File: src/rtl/spi_req_scheduler_pkg.sv
// Shared types and helpers for the SPI request scheduler: FSM state encoding,
// width-field size and the transfer-width legality check.
package spi_sched_pkg;

  localparam int WIDTH_W = 8;

  typedef enum logic [2:0] {
    IDLE   = 3'd0,
    LAUNCH = 3'd1,
    ARMED  = 3'd2,
    BUSY   = 3'd3,
    GAP    = 3'd4
  } stateT;

  // A zero-length or over-long word cannot be shifted; such requests are rejected.
  function automatic logic widthLegal(input logic [WIDTH_W-1:0] width, input int maxWidth);
    return (width != '0) && (int'(width) <= maxWidth);
  endfunction

endpackage

File: src/rtl/spi_req_scheduler_if.sv
// Request/shifter bundle for spi_req_scheduler. The scheduler uses the slave
// modport; requesters and the shifter (or a bench) use the master modport.
interface spi_req_scheduler_if #(
  parameter int NREQ     = 4,
  parameter int MAXWIDTH = 128
) ();
  import spi_sched_pkg::*;

  logic [NREQ-1:0]          iReqValid;
  logic [NREQ*MAXWIDTH-1:0] iReqData;
  logic [NREQ*WIDTH_W-1:0]  iReqWidth;
  logic [NREQ-1:0]          oReqAck;
  logic                     oReqErr;
  logic [NREQ-1:0]          oGrant;
  logic                     oSpiTrig;
  logic [MAXWIDTH-1:0]      oSpiData;
  logic [WIDTH_W-1:0]       oSpiWidth;
  logic                     iSpiReady;
  logic                     oBusy;

  modport slave (
    input  iReqValid, iReqData, iReqWidth, iSpiReady,
    output oReqAck, oReqErr, oGrant, oSpiTrig, oSpiData, oSpiWidth, oBusy
  );

  modport master (
    output iReqValid, iReqData, iReqWidth, iSpiReady,
    input  oReqAck, oReqErr, oGrant, oSpiTrig, oSpiData, oSpiWidth, oBusy
  );

endinterface

File: src/rtl/spi_req_scheduler_rr_arbiter.sv
// Round-robin arbiter: combinational one-hot pick of the first valid request at
// or after the pointer; the pointer moves past the winner when iAdvance is set.
module rr_arbiter #(
  parameter int NREQ = 4
) (
  input  logic                    iClk,
  input  logic                    iRstN,
  input  logic [NREQ-1:0]         iValid,
  input  logic                    iAdvance,
  output logic [NREQ-1:0]         oPick,
  output logic [$clog2(NREQ)-1:0] oPickIdx,
  output logic                    oAny
);
  localparam int IDX_W = $clog2(NREQ);

  logic [IDX_W-1:0] ptr;

  always_comb begin
    int idx;
    idx      = 0;
    oPick    = '0;
    oPickIdx = '0;
    oAny     = 1'b0;
    for (int k = 0; k < NREQ; k++) begin
      idx = (int'(ptr) + k) % NREQ;
      if (!oAny && iValid[IDX_W'(idx)]) begin
        oAny                = 1'b1;
        oPick[IDX_W'(idx)]  = 1'b1;
        oPickIdx            = IDX_W'(idx);
      end
    end
  end

  always_ff @(posedge iClk or negedge iRstN) begin
    if (!iRstN) begin
      ptr <= '0;
    end else if (iAdvance) begin
      ptr <= (int'(oPickIdx) == NREQ - 1) ? '0 : oPickIdx + IDX_W'(1);
    end
  end

endmodule

File: src/rtl/spi_req_scheduler.sv
// Shares one SingleSPI-family shifter between NREQ requesters with round-robin
// arbitration and a CS-high gap. Optional watchdog: define SPI_TIMEOUT_EN.
//
// state  | meaning
// IDLE   | waiting for a request while the shifter reports ready
// LAUNCH | one-cycle trigger pulse to the shifter
// ARMED  | waiting for the shifter to drop ready (transfer accepted)
// BUSY   | transfer in progress, waiting for ready to return
// GAP    | enforced idle time before the next grant
module spi_req_scheduler
  import spi_sched_pkg::*;
#(
  parameter int NREQ     = 4,
  parameter int MAXWIDTH = 128,
  parameter int GAPCYC   = 2,
  parameter int TIMEOUT  = 1023
) (
  input logic                iClk,
  input logic                iRstN,
  spi_req_scheduler_if.slave bus
);
  localparam int         IDX_W      = $clog2(NREQ);
  localparam logic [3:0] GAP_LOAD   = (GAPCYC > 0) ? 4'(GAPCYC - 1) : 4'd0;
  localparam stateT      AFTER_DONE = (GAPCYC == 0) ? IDLE : GAP;

  stateT               state, stateNxt;
  logic [NREQ-1:0]     reqMasked, pick, grant, ack, ackNxt;
  logic [IDX_W-1:0]    pickIdx;
  logic                anyValid, advance, capture, grantSet, finish;
  logic                err, errNxt, timeoutHit;
  logic [MAXWIDTH-1:0] spiData, selData;
  logic [WIDTH_W-1:0]  spiWidth, selWidth;
  logic [3:0]          gapCnt;

  // A requester being acked this cycle may not have dropped valid yet.
  assign reqMasked = bus.iReqValid & ~ack;

  rr_arbiter #(.NREQ(NREQ)) uArb (
    .iClk     (iClk),
    .iRstN    (iRstN),
    .iValid   (reqMasked),
    .iAdvance (advance),
    .oPick    (pick),
    .oPickIdx (pickIdx),
    .oAny     (anyValid)
  );

  assign selData  = bus.iReqData[int'(pickIdx)*MAXWIDTH +: MAXWIDTH];
  assign selWidth = bus.iReqWidth[int'(pickIdx)*WIDTH_W +: WIDTH_W];

`ifdef SPI_TIMEOUT_EN
  logic [9:0] wdCnt;

  always_ff @(posedge iClk or negedge iRstN) begin
    if (!iRstN) begin
      wdCnt <= '0;
    end else if ((stateNxt != state) || !(state inside {ARMED, BUSY})) begin
      wdCnt <= '0;
    end else begin
      wdCnt <= wdCnt + 10'd1;
    end
  end

  assign timeoutHit = (wdCnt == 10'(TIMEOUT - 1));
`else
  logic unusedTimeout;
  assign unusedTimeout = ^TIMEOUT;
  assign timeoutHit    = 1'b0;
`endif

  always_comb begin
    stateNxt = state;
    advance  = 1'b0;
    capture  = 1'b0;
    grantSet = 1'b0;
    finish   = 1'b0;
    ackNxt   = '0;
    errNxt   = 1'b0;
    case (state)
      IDLE: begin
        if (bus.iSpiReady && anyValid) begin
          advance = 1'b1;
          capture = 1'b1;
          if (widthLegal(selWidth, MAXWIDTH)) begin
            grantSet = 1'b1;
            stateNxt = LAUNCH;
          end else begin
            ackNxt = pick;
            errNxt = 1'b1;
          end
        end
      end
      LAUNCH: stateNxt = ARMED;
      ARMED: begin
        if (!bus.iSpiReady) begin
          stateNxt = BUSY;
        end else if (timeoutHit) begin
          finish   = 1'b1;
          ackNxt   = grant;
          errNxt   = 1'b1;
          stateNxt = AFTER_DONE;
        end
      end
      BUSY: begin
        if (bus.iSpiReady) begin
          finish   = 1'b1;
          ackNxt   = grant;
          stateNxt = AFTER_DONE;
        end else if (timeoutHit) begin
          finish   = 1'b1;
          ackNxt   = grant;
          errNxt   = 1'b1;
          stateNxt = AFTER_DONE;
        end
      end
      GAP: begin
        if (gapCnt == 4'd0) stateNxt = IDLE;
      end
      default: stateNxt = IDLE;
    endcase
  end

  always_ff @(posedge iClk or negedge iRstN) begin
    if (!iRstN) state <= IDLE;
    else        state <= stateNxt;
  end

  always_ff @(posedge iClk or negedge iRstN) begin
    if (!iRstN) begin
      grant    <= '0;
      ack      <= '0;
      err      <= 1'b0;
      spiData  <= '0;
      spiWidth <= '0;
      gapCnt   <= '0;
    end else begin
      ack <= ackNxt;
      err <= errNxt;
      // Word stays frozen outside IDLE since the shifter reloads it while idle.
      if (capture) begin
        spiData  <= selData;
        spiWidth <= selWidth;
      end
      if (grantSet)    grant <= pick;
      else if (finish) grant <= '0;
      if (finish)                             gapCnt <= GAP_LOAD;
      else if (state == GAP && gapCnt != '0)  gapCnt <= gapCnt - 4'd1;
    end
  end

  assign bus.oReqAck   = ack;
  assign bus.oReqErr   = err;
  assign bus.oGrant    = grant;
  assign bus.oSpiTrig  = (state == LAUNCH);
  assign bus.oSpiData  = spiData;
  assign bus.oSpiWidth = spiWidth;
  assign bus.oBusy     = (state != IDLE);

endmodule
File: src/flat_wrapper.sv
// flat-port wrapper written by rule: the top's interface ports become plain ports
module spi_req_scheduler_flat import spi_sched_pkg::*;
#(
  parameter int NREQ     = 4,
  parameter int MAXWIDTH = 128,
  parameter int GAPCYC   = 2,
  parameter int TIMEOUT  = 1023
)
  (iClk, iRstN, bus_iReqValid, bus_iReqData, bus_iReqWidth, bus_iSpiReady, bus_oReqAck, bus_oReqErr, bus_oGrant, bus_oSpiTrig, bus_oSpiData, bus_oSpiWidth, bus_oBusy);
  spi_req_scheduler_if #(.NREQ(NREQ), .MAXWIDTH(MAXWIDTH)) bus_i ();
  input logic iClk;
  input logic iRstN;
  input wire logic [$bits(bus_i.iReqValid)-1:0] bus_iReqValid;
  input wire logic [$bits(bus_i.iReqData)-1:0] bus_iReqData;
  input wire logic [$bits(bus_i.iReqWidth)-1:0] bus_iReqWidth;
  input wire logic [$bits(bus_i.iSpiReady)-1:0] bus_iSpiReady;
  output wire logic [$bits(bus_i.oReqAck)-1:0] bus_oReqAck;
  output wire logic [$bits(bus_i.oReqErr)-1:0] bus_oReqErr;
  output wire logic [$bits(bus_i.oGrant)-1:0] bus_oGrant;
  output wire logic [$bits(bus_i.oSpiTrig)-1:0] bus_oSpiTrig;
  output wire logic [$bits(bus_i.oSpiData)-1:0] bus_oSpiData;
  output wire logic [$bits(bus_i.oSpiWidth)-1:0] bus_oSpiWidth;
  output wire logic [$bits(bus_i.oBusy)-1:0] bus_oBusy;
  assign bus_i.iReqValid = bus_iReqValid;
  assign bus_i.iReqData = bus_iReqData;
  assign bus_i.iReqWidth = bus_iReqWidth;
  assign bus_i.iSpiReady = bus_iSpiReady;
  assign bus_oReqAck = bus_i.oReqAck;
  assign bus_oReqErr = bus_i.oReqErr;
  assign bus_oGrant = bus_i.oGrant;
  assign bus_oSpiTrig = bus_i.oSpiTrig;
  assign bus_oSpiData = bus_i.oSpiData;
  assign bus_oSpiWidth = bus_i.oSpiWidth;
  assign bus_oBusy = bus_i.oBusy;
  spi_req_scheduler #(.NREQ(NREQ), .MAXWIDTH(MAXWIDTH), .GAPCYC(GAPCYC), .TIMEOUT(TIMEOUT)) u_core (.iClk(iClk), .iRstN(iRstN), .bus(bus_i));
endmodule
File: config.mk
export PLATFORM = sky130hd
export DESIGN_NAME = spi_req_scheduler_flat
export DESIGN_NICKNAME = d
export VERILOG_FILES = /design/src/rtl/spi_req_scheduler_pkg.sv /design/src/rtl/spi_req_scheduler_if.sv /design/src/rtl/spi_req_scheduler_rr_arbiter.sv /design/src/rtl/spi_req_scheduler.sv /design/src/flat_wrapper.sv
export SDC_FILE = /design/constraint.sdc
export NUM_CORES = 1
export LEC_CHECK = 0
export CAP_MARGIN = 20
export CORE_AREA = 10 10 260 262
export CTS_BUF_LIST = sky130_fd_sc_hd__clkbuf_4
export DETAILED_ROUTE_END_ITERATION = 12
export DIE_AREA = 0 0 270 272
export MAX_ROUTING_LAYER = met4
export PLACE_DENSITY = 0.52
export RECOVER_POWER = 25
export SLEW_MARGIN = 10
export SYNTH_ARGS = -nofsm -noshare
export SYNTH_HDL_FRONTEND = slang
export SYNTH_SLANG_ARGS = --single-unit
File: constraint.sdc
create_clock -name iClk -period 3.8 [get_ports iClk]
set_clock_uncertainty 0.15 [all_clocks]
set_input_delay 0.76 -clock iClk [delete_from_list [all_inputs] [get_ports iClk]]
set_output_delay 0.76 -clock iClk [all_outputs]
set_load 0.01 [all_outputs]
; Yosys cells after proc, flatten, opt, wreduce, memory -nomap -nowiden
; Cells that the tools add are included.
[totals]
register_bits = 154
inputBits = 551
out_inout_bits = 147
elab_cells = 117
[classes]
add_sub_neg = 5
magnitude_cmp = 9
eq_ne = 10
shift = 2
n_mux = 57
n_bitwise = 5
n_reduce_logical = 21
[ops]
columns = op, count
row1 = $shiftx 512x10->128, 1
row2 = $mux 4, 11
row3 = $shiftx 32x6->8, 1
row4 = $mux 1, 26
row5 = $lt 2x4->1 const B, 4
row6 = $mux 3, 5
row7 = $pmux 3 s5, 1
row8 = $or 4x4->4, 3
row9 = $logic_and 1x1->1, 10
row10 = $mux 2, 5
row11 = $bmux 1 s2, 4
row12 = $demux 1 s2, 4
row13 = $ge 2x1->1 const B, 4
row14 = $le 8x8->1 const B, 1
row15 = $pmux 4 s2, 1
row16 = $reduce_bool 8->1, 1
row17 = $eq 3x2->1 const B, 2
row18 = $ne 2x1->1 const B, 3
row19 = $reduce_and 5->1, 1
row20 = $add 2x1->2 const B, 2
row21 = $add 2x2->2 const B, 2
row22 = $and 4x4->4, 1
row23 = $logic_not 4->1, 1
row24 = $ne 2x2->1 const B, 2
row25 = 10 further kinds, 13

; Depth between registers and ports, before layout
[logic_depth]
depth_word = 22
ltp_mapped = 11
mapped_depth_nobuf = 9

; By module
; Synthesis repeated with hierarchy kept, for this count alone.
[unflattened]
hier_cells = 887
hier_area_um2 = 9661.8
[modules_own_cells]
columns = module, n_inst, cells_per_inst, area_per_inst_um2, seq_area_each_um2
row1 = spi_req_scheduler, 1, 813, 9029.9, 3803.6
row2 = rr_arbiter, 1, 74, 631.9, 50.0

; Worst setup path before layout
; OpenSTA, ideal clock, no wires.
[synth_timing]
path_type = register to register
startpoint = reg u_core.uArb.ptr[0]
endpoint = reg u_core.spiData[58], in the netlist u_core.bus.oSpiData[58]
setup_ps = 142
arrival_ps = 2807
required_ps = 3508
slack_ps = 701
stages_incl_launch_ff = 12
n_path_buf = 3
synth_period_minus_slack_ps = 3099
path_cell_list = dfrtp_1 > buf_2 > inv_1 > ha_1 > or3b_1 > a221oi_1 > o21ai_1 > o21ai_2 > buf_2 > clkbuf_4 > mux2i_1 > o221ai_1
[synth_via]
elab_chain_len = 16
word_cells_on_any_way = 33
cone_classes = add/sub: 3 / shift: 1 / mux: 22 / reduce/logical: 7
[synth_lines]
columns = element, line_no
row1 = "start, declared", spi_req_scheduler_rr_arbiter.sv:16  ; logic [IDX_W-1:0] ptr;
row2 = "start signal, assigned", spi_req_scheduler_rr_arbiter.sv:38  ; ptr <= (int'(oPickIdx) == NREQ - 1) ? '0 : oPickIdx + IDX_W'(1);
row3 = "parallel branches: the longest is 16 deep, another holds $add 2x1->2", n/a
row4 = "end signal, assigned", spi_req_scheduler.sv:141  ; spiData <= selData;
row5 = "end, declared", spi_req_scheduler.sv:31  ; logic [MAXWIDTH-1:0] spiData, selData;
; Several ways; the timed one is not identified. The select of a mux whose other input is x is not followed.
; A chain may end at the register's enable or synchronous reset.

; Worst setup path in the final report
[layout_timing]
startpoint = reg u_core.uArb.ptr[0]
endpoint = reg u_core.spiData[57], in the netlist u_core.bus.oSpiData[57]
; Same word-level chain as after synthesis.

==> qor.csv <==
metric,value,unit
status,"complete, but fails checks",
violations,"capacitance limit, slew limit",
finalMaxSlewViolations,74,
fin_ws,0.335,ns
areaGrowthSynthToFinish,89.7,%
cts_setup_buffers,0,
grt_max_degree,74,
end_kind,flop,
crit_path_cell_trace,"inv_1, ha_1, or3b_1, a221oi_1, o21ai_1, o21ai_4, buf_12, buf_12, mux2i_1, o221ai_1",
die_y,272,µm
drv_cap,1,
syn_area,9720,µm²
first_pass_iters,5,
synth-simple-area-share,0.0981,
synthAdderAreaFrac,0.0116,
avgSynthCellArea,10.4,µm²
path_clk_slew,0.17,ns
clk_latency,0.75,ns
fin_hold_ws,0.353,ns
setup_viol,0,
synth_area_leaders,"dfrtp_1 40%, mux2i_1 29%, o221ai_1 12%",
drive_gt1_frac,0.0672,
synth_seq_area_share,0.396,
syn_inst,931,
layout.cells.non_filler,2500,
path_delay_family,compound AO/OA/AOI/OAI gates,
worst_pin_slew,2.13,ns
cpMostUsedCell,buf_12,
dieArea,73400,µm²
crit_slowest_cell,or3b_1,
synth_top_family_by_area,multiplexers,
cp-start-kind,flop,
initial_utilization,0.156,
ios,698,
cts-htree-levels,4,
cts_buffers,17,
worstPathBufferInverterCount,3,
die_x,270,µm
rsz0062_at_grt,no,
relSlewSlack,-0.419,
sw_frac_of_total,0.431,
synthMuxAreaShare,0.289,
ant_nets,0,
p_clk_frac,0.088,
antenna_found_initial,1,
drt_iter0_drc,616,
synth_edf_count,0,
fmax,289,MHz
fin_nets,2198,
pwr-share-comb,0.686,
syn-num-nets,1491,
max_stage_delay,0.43,ns
ys_ff_latch,154,
placed_area,18200,µm²
dpl.hpwl,46.4,mm
tns,0,ns
p_switching,5.46,mW
postLayoutCellArea,18400,µm²
overflow,0,
grt_pass1_wl,80.7,mm
wirelength,56.0,mm
layout_commonest_cell,clkdlybuf4s50_1,
p_leak,7.94,nW
cts.sinks,154,
power_density,688,nW/µm²
fin_crit,3.46,ns
dr_total_vias,10700,
n_fill_cell,6601,
wl_per_cell,22.4,µm
timing_hold_violations_final,0,
io_buffers,697,
synth_top_cell_by_area,dfrtp_1,
critPathRequiredTime,4.29,ns
route.detailed.drc,0,
dp_worst_setup_slack,0.157,ns
cp_max_fo,28,
seqPwrFrac,0.226,
grt_usage,0.152,
internal-power,7.22,mW
ir_worst_vdd,0.380,mV
finalCritPeriodShare,0.912,
hold_path.class,reg2reg,
rows,92,
synth_compound_area_frac,0.155,
placedCellCount,2464,
critPathKind,reg2reg,
core,62500,µm²
yosys.area.top_type_share,0.396,
globalplace.congestion,0.939,
clock_path_buffers,2,
synth_cell_types,53,
yosysWarnings,0,
synth-xor-area-share,0.00721,
cts_tree,yes,
layout_common_cells,"695 x clkdlybuf4s50_1, 278 x mux2i_1, 155 x nand2_1",
vias_per_cell,4.27,
root_buffer,clkbuf_4,
synth_flop_cell,dfrtp_1,
async_reset_ff_frac,1.00,
arrival,3.95,ns
grt_pass1_vias,11900,
worst register-to-register path, delay by kind of cell (launching register included):
family / cells / cell delay, ns
fa+ha+maj: 1 / 0.39
compound gates: 4 / 0.77
simple gates: 1 / 0.43
flops: 1 / 0.41
mux: 1 / 0.39
buf+inv: 3 / 0.80
synthesized netlist by cell type (3+ instances only):
| cell | count |
|---|---|
| a21oi_1 | 5 |
| nand2b_1 | 5 |
| nand2_1 | 156 |
| o21a_1 | 4 |
| buf_4 | 16 |
| buf_2 | 21 |
| mux2i_1 | 278 |
| clkbuf_1 | 33 |
| inv_1 | 6 |
| ha_1 | 9 |
| o221ai_1 | 137 |
| and2_1 | 4 |
| nand4_1 | 4 |
| buf_1 | 5 |
| nor2b_1 | 3 |
| a22o_1 | 3 |
| nor4_1 | 5 |
| xor2_1 | 3 |
| nor2_1 | 13 |
| nor3_1 | 6 |
| o21ai_0 | 7 |
| dfrtp_1 | 154 |
| a221oi_1 | 3 |
| xnor2_1 | 5 |
| or4_1 | 4 |
| nand3_1 | 7 |
flip-flops by register name (all words and copies together), names as in the netlist:
signal / count
u_core.bus.oSpiWidth: 8
u_core.bus.oReqAck: 4
u_core.gapCnt: 4
u_core.state: 3
u_core.uArb.ptr: 2
u_core.bus.oSpiData: 128
u_core.bus.oReqErr: 1
u_core.bus.oGrant: 4
worst paths after layout:
| kind | start | to | slack (ns) | cells past startpoint |
|---|---|---|---|---|
| worst max-delay path | u_core.uArb.ptr[0] | u_core.bus.oSpiData[57] | 0.34 | 10 |
| worst min-delay path | u_core.bus.oSpiData[96] | u_core.bus.oSpiData[96] | 0.35 | 2 |
| worst max register to register | u_core.uArb.ptr[0] | u_core.bus.oSpiData[57] | 0.34 | 10 |
| worst min register to register | u_core.bus.oSpiData[96] | u_core.bus.oSpiData[96] | 0.35 | 2 |
| max in group asynchronous | iRstN | u_core.bus.oSpiData[105] | 0.79 | 3 |
| min in group asynchronous | iRstN | u_core.bus.oSpiData[37] | 1.03 | 2 |
stage by stage:
stage                     total power [mW]   util
final                                 12.7  0.295
after global routing                  13.6  0.295
after CTS                             12.9  0.296
after detailed placement              11.7  0.291
after global placement                11.6  0.291
after floorplan                       7.71      -
routing by layer:
| metal | part of all wire | routed length (µm) | global-route usage | up-vias |
|---|---|---|---|---|
| li1 | - | - | - | 4971 |
| met1 | 0.39 | 21800 | 0.162 | 5139 |
| met2 | 0.52 | 28900 | 0.263 | 503 |
| met3 | 0.070 | 3900 | 0.0491 | 66 |
| met4 | 0.025 | 1410 | 0.0472 | 0 |
| met5 | 0 | 0 | - | - |
power groups by stage:
stage          Combinational [mW]  Clock [mW]  Sequential [mW]
2_1_floorplan                4.55           0             3.16
3_3_place_gp                 8.75           0             2.87
3_5_place_dp                 8.81           0             2.89
4_1_cts                      8.83        1.19             2.87
5_1_grt                      9.37        1.24             2.96
6_report                     8.70        1.12             2.86
area by class of cell:
| type | instances | area [µm²] | area share |
|---|---|---|---|
| antenna | 3 | 7.51 | 0.000407 |
| clock inverter | 14 | 139 | 0.00753 |
| clock buffer | 18 | 135 | 0.00733 |
| timing repair buffer | 766 | 7750 | 0.420 |
| multi-input combinational | 693 | 5480 | 0.297 |
| inverter | 6 | 22.5 | 0.00122 |
| tap | 846 | 1060 | 0.0574 |
| sequential | 154 | 3850 | 0.209 |
kinds of logic (layout without fill, tap and decap cells):
kind of cell    count (synthesis)  count (layout)
fa+ha+maj                       9               9
xor+xnor                        8               8
buf+inv                        84             804
other cells                     0               3
flops                         154             154
mux                           280             280
simple gates                  219             219
compound gates                177             177
timing repair:
| item | 4_1_cts | 5_1_grt |
|---|---|---|
| gates resized for setup | 0 | 0 |
| hold buffers | 1 | 0 |
| endpoints found under the hold margin | 68 | 0 |
Power figures use the tool's default switching activity.
